File: config.mk
export PLATFORM = sky130hd
export DESIGN_NAME = serial_paralelo
export DESIGN_NICKNAME = d
export VERILOG_FILES = /design/src/rtl/serial_paralelo.sv
export SDC_FILE = /design/constraint.sdc
export NUM_CORES = 1
export LEC_CHECK = 0
export BUFFER_PORTS_ARGS = -buffer_cell sky130_fd_sc_hd__buf_4
export CAP_MARGIN = 10
export CORE_MARGIN = 2
export CORE_UTILIZATION = 50
export CTS_CLUSTER_DIAMETER = 150
export CTS_CLUSTER_SIZE = 24
export DETAILED_ROUTE_END_ITERATION = 16
export PLACE_DENSITY_LB_ADDON = 0.05
export REMOVE_ABC_BUFFERS = 1
export SYNTH_ARGS = -nofsm -noshare
export SYNTH_HDL_FRONTEND = slang
export SYNTH_SLANG_ARGS = --single-unit
File: constraint.sdc
create_clock -name clk_32f -period 2.5 [get_ports clk_32f]
set_input_delay 0.5 -clock clk_32f [delete_from_list [all_inputs] [get_ports clk_32f]]
set_output_delay 0.5 -clock clk_32f [all_outputs]
set_load 0.03 [all_outputs]
File: src/rtl/serial_paralelo.sv
// Receive-side deserializer: hunts for COM to find byte alignment, trains on
// COM_REQ aligned COMs, then presents each aligned non-COM byte MSB-first.
module serial_paralelo #(
    parameter int              WIDTH   = 8,
    parameter logic [WIDTH-1:0] COM     = 8'hBC,
    parameter int              COM_REQ = 4
) (
    input  logic             clk_32f,
    input  logic             reset_L,
    input  logic             data_in,
    output logic [WIDTH-1:0] data_out,
    output logic             valid_out,
    output logic             active,
    output logic             byte_strobe,
    output logic [1:0]       state_dbg
);

    localparam int CW = $clog2(WIDTH);
    localparam int NW = $clog2(COM_REQ + 1);

    typedef enum logic [1:0] {
        SEARCH = 2'd0,
        ALIGN  = 2'd1,
        ACTIVE = 2'd2
    } state_t;

    state_t           state, state_nx;
    logic [WIDTH-1:0] sr;
    logic [WIDTH-1:0] nxt;
    logic [WIDTH-1:0] data_nx;
    logic [CW-1:0]    bit_cnt, bit_cnt_nx, bit_cnt_inc;
    logic [NW-1:0]    com_cnt, com_cnt_nx;
    logic             valid_nx, active_nx, strobe_nx;
    logic             boundary, is_com;

    // nxt is the byte whose LSB is being sampled on this edge.
    assign nxt         = {sr[WIDTH-2:0], data_in};
    assign is_com      = (nxt == COM);
    assign boundary    = (bit_cnt == CW'(WIDTH - 1));
    assign bit_cnt_inc = boundary ? '0 : bit_cnt + 1'b1;
    assign state_dbg   = state;

    // Output contract: byte_strobe pulses for one cycle on every aligned byte
    // once active; valid_out qualifies data_out (1 = data byte, 0 = idle COM)
    // and holds until the next strobe. There is no back-pressure.
    always_comb begin
        state_nx   = state;
        bit_cnt_nx = bit_cnt;
        com_cnt_nx = com_cnt;
        data_nx    = data_out;
        valid_nx   = valid_out;
        active_nx  = active;
        strobe_nx  = 1'b0;
        case (state)
            SEARCH: begin
                if (is_com) begin
                    bit_cnt_nx = '0;
                    if (COM_REQ <= 1) begin
                        state_nx  = ACTIVE;
                        active_nx = 1'b1;
                    end else begin
                        state_nx   = ALIGN;
                        com_cnt_nx = NW'(1);
                    end
                end
            end
            ALIGN: begin
                bit_cnt_nx = bit_cnt_inc;
                if (boundary) begin
                    if (!is_com) begin
                        state_nx   = SEARCH;
                        com_cnt_nx = '0;
                        bit_cnt_nx = '0;
                    end else if ((com_cnt + 1'b1) == NW'(COM_REQ)) begin
                        state_nx  = ACTIVE;
                        active_nx = 1'b1;
                    end else begin
                        com_cnt_nx = com_cnt + 1'b1;
                    end
                end
            end
            ACTIVE: begin
                bit_cnt_nx = bit_cnt_inc;
                if (boundary) begin
                    strobe_nx = 1'b1;
                    if (is_com) begin
                        valid_nx = 1'b0;
                    end else begin
                        data_nx  = nxt;
                        valid_nx = 1'b1;
                    end
                end
            end
            default: state_nx = SEARCH;
        endcase
    end

    always_ff @(posedge clk_32f or negedge reset_L) begin
        if (!reset_L) begin
            state       <= SEARCH;
            sr          <= '0;
            bit_cnt     <= '0;
            com_cnt     <= '0;
            data_out    <= '0;
            valid_out   <= 1'b0;
            active      <= 1'b0;
            byte_strobe <= 1'b0;
        end else begin
            state       <= state_nx;
            sr          <= nxt;
            bit_cnt     <= bit_cnt_nx;
            com_cnt     <= com_cnt_nx;
            data_out    <= data_nx;
            valid_out   <= valid_nx;
            active      <= active_nx;
            byte_strobe <= strobe_nx;
        end
    end

endmodule
==> metrics <==
Peak Freq=0.506 GHz; I/O Buffers=15; # clock sinks=26; crit path cell chain=ha_1, ha_1, nand2_1, nor2_2, mux2_2; async set-reset flop share out of synthesis=1.00; max-cap violation count=0; library cells used by synthesis=36; vias in the first global route=827; most used cell, CP=ha_1; Synth top area share=0.535; pin count of the biggest net entering global routing=27; kind of critical path=register to register; unrepaired setup endpoints after global routing=false; Switch Pwr=169 uW; reg-to-reg startpoint=bit_cnt[0]$_DFFE_PN0P_; drt wl/cell=15.8 um; Tmin final=1.98 ns; most common cell in the netlist=dfrtp_1; CP Capture Type=register; root buffer cell=clkbuf_4; status=complete, no violations; Post-Syn Instances=97; CP required=2.72 ns; Slew headroom=0.574; initial antenna violation count=0; TritonCTS Buffers=3; slowest stage cell, crit path=nor2_2; multiplexer area fraction after synthesis=0.0916; drt drc=0; Yosys reg bits=26; sequential cell area fraction in the yosys report=0.535; Post-Synth XOR/XNOR Area=0.00720; CP Launch Point=bit_cnt[0]$_DFFE_PN0P_; setup TNS=0 ns; CTS tree=built; Hold-fix buffers, CTS=0; Worst setup SP type=register; Slew @ Worst Pin=0.632 ns; placed inst area=0.00136 mm2; H-tree lvl count=1; Post-synth top cells=dfrtp_1, ha_1, inv_1, mux2_2, nand2_1; Post-Synth Simple-Gate Area=0.0977; Synth area leader=dfrtp_1; Crit Path Max Fanout=9; reg2reg path depth=5; diodes inserted=0; post-synthesis compound-gate area fraction=0.155; Slowest Stage Delay on Critical Path=0.42 ns; Final Slew Violations=0; switch share=0.215; Die Ht=53.3 um; Die Area=0.00284 mm2; CP top delay family=simple AND/OR/NAND/NOR gates; warning count from the yosys run=0; Finished Cell Area=0.00142 mm2; Final ANT Viol Nets=0; Worst-Skew Late Latency=0.32 ns; ratio of cells with drive above 1 in the final layout=0.278; CTS max path bufs=2; post-CTS sizing=0; crit path to=data_out[7]$_DFFE_PN0P_; fraction of power consumed by combinational cells=0.070; global-route wire length before repair=3940 um; skew final=0.00147 ns; Static Leak=0.000647 uW; total grt overflow=0; 1st-pass router iterations=4; post-synthesis adder-cell area fraction=0.0823; r2r setup slk=0.52 ns; vias per cell=5.66; layout net count=127; number of flops mapped to enable cells by yosys=0; Synth Cell Area=0.00122 mm2; GP Congestion=0.773; clock share of power=0.365; synth top area cells=dfrtp_1, ha_1, mux2_2; row cnt=17; CP arrival=2.19 ns; P&R area growth vs syn=16.5%; top_reg_cell synth=dfrtp_1; Top Ports=16; Initial Util=0.539; period utilization=0.790; DR vias=809; Die Wd=53.3 um; Sequential Power Share=0.565; clock transition at the registers of the reported paths=0.14 ns; Pint=617 uW; DR iter-0 viols=11; Final Hold Fails=0; Min-Delay Path Class=primary input to async pin; Crit. path cell count=5; setup bufs post-CTS=0; CP Buf/Inv Count=0; Core Box Area=0.00225 mm2; Pwr Density=555 mW/mm2; hpwl dp=1610 um; gr usage total=0.198; Syn Area/Cell=12.5 um2; reg2reg end=data_out[7]$_DFFE_PN0P_; final wirelength=2270 um; Peak VDD IR=0.000444 V; Final Setup Violations=0; combinational family with the most area after synthesis=compound AO/OA/AOI/OAI gates
## through the flow
step | util | hold slack (ns) | worst slack (ns) | total power, uW | instances
final | 0.628 | 0.0618 | 0.525 | 786 | 143
after global routing | 0.628 | 0.0633 | 0.358 | 819 | 143
after CTS | 0.628 | 0.0571 | 0.511 | 797 | 143
after detailed placement | 0.605 | 0.387 | 0.540 | 508 | 139
after global placement | 0.605 | 0.380 | 0.528 | 507 | 139
after floorplan | - | 0.204 | 0.679 | 480 | 95
## final cells by class
| cell class | count | area (um2) |
|---|---|---|
| Sequential cell | 26 | 651 |
| Fill cell | 200 | 838 |
| Multi-Input combinational cell | 61 | 528 |
| Clock inverter | 1 | 30.0 |
| Inverter | 8 | 30.0 |
| Clock buffer | 3 | 22.5 |
| Tap cell | 28 | 35.0 |
| Timing Repair Buffer | 16 | 120 |
## cell families after synthesis
| kind of cell | after synthesis |
|---|---|
| XOR/XNOR | 1 |
| AO/OA/AOI/OAI | 23 |
| buffers and inverters | 10 |
| AND/OR/NAND/NOR | 19 |
| flip-flops | 26 |
| adder cells (fa/ha/maj) | 8 |
| multiplexers | 10 |
## placed cells by master (no fill, tap or decap), types with 2 or more instances in the layout
cell type / count
and2_1: 2
ha_1: 8
a211o_1: 2
inv_1: 8
o2bb2ai_1: 2
mux2_2: 8
nor2_1: 2
nand3_1: 2
dfrtp_1: 26
o21ai_0: 2
nor2b_1: 2
clkbuf_4: 3
buf_4: 16
nand2_1: 6
a21oi_1: 3
## worst min path at each step
stage | to | slack [ns]
final | com_cnt[2]$_DFFE_PN0P_ | 0.06
after global routing | com_cnt[2]$_DFFE_PN0P_ | 0.06
after CTS | valid_out$_DFFE_PN0P_ | 0.06
after detailed placement | sr[5]$_DFF_PN0_ | 0.39
after global placement | sr[6]$_DFF_PN0_ | 0.38
after floorplan | active$_DFFE_PN0P_ | 0.20
## metal layers
layer | vias to the layer above | global-route usage | wire [um]
li1 | 387 | - | -
met1 | 399 | 0.270 | 1080
met2 | 19 | 0.305 | 1090
met3 | 4 | 0.0367 | 74
met4 | 0 | 0.0855 | 27
met5 | - | 0 | 0
## state kept, by name, indices dropped and copies added (netlist names)
| name | flops |
|---|---|
| byte_strobe | 1 |
| valid_out | 1 |
| active | 1 |
| bit_cnt | 3 |
| com_cnt | 3 |
| state_dbg | 2 |
| sr | 7 |
| data_out | 8 |
## power by group through the flow
stage	Clock, uW	Combinational, uW	Sequential (uW)
after floorplan	0	15.9	464
after global placement	0	55.0	452
after detailed placement	0	55.9	452
after CTS	296	56.1	445
after global routing	312	59.9	447
final	287	55.0	444
Power figures use the tool's default switching activity.
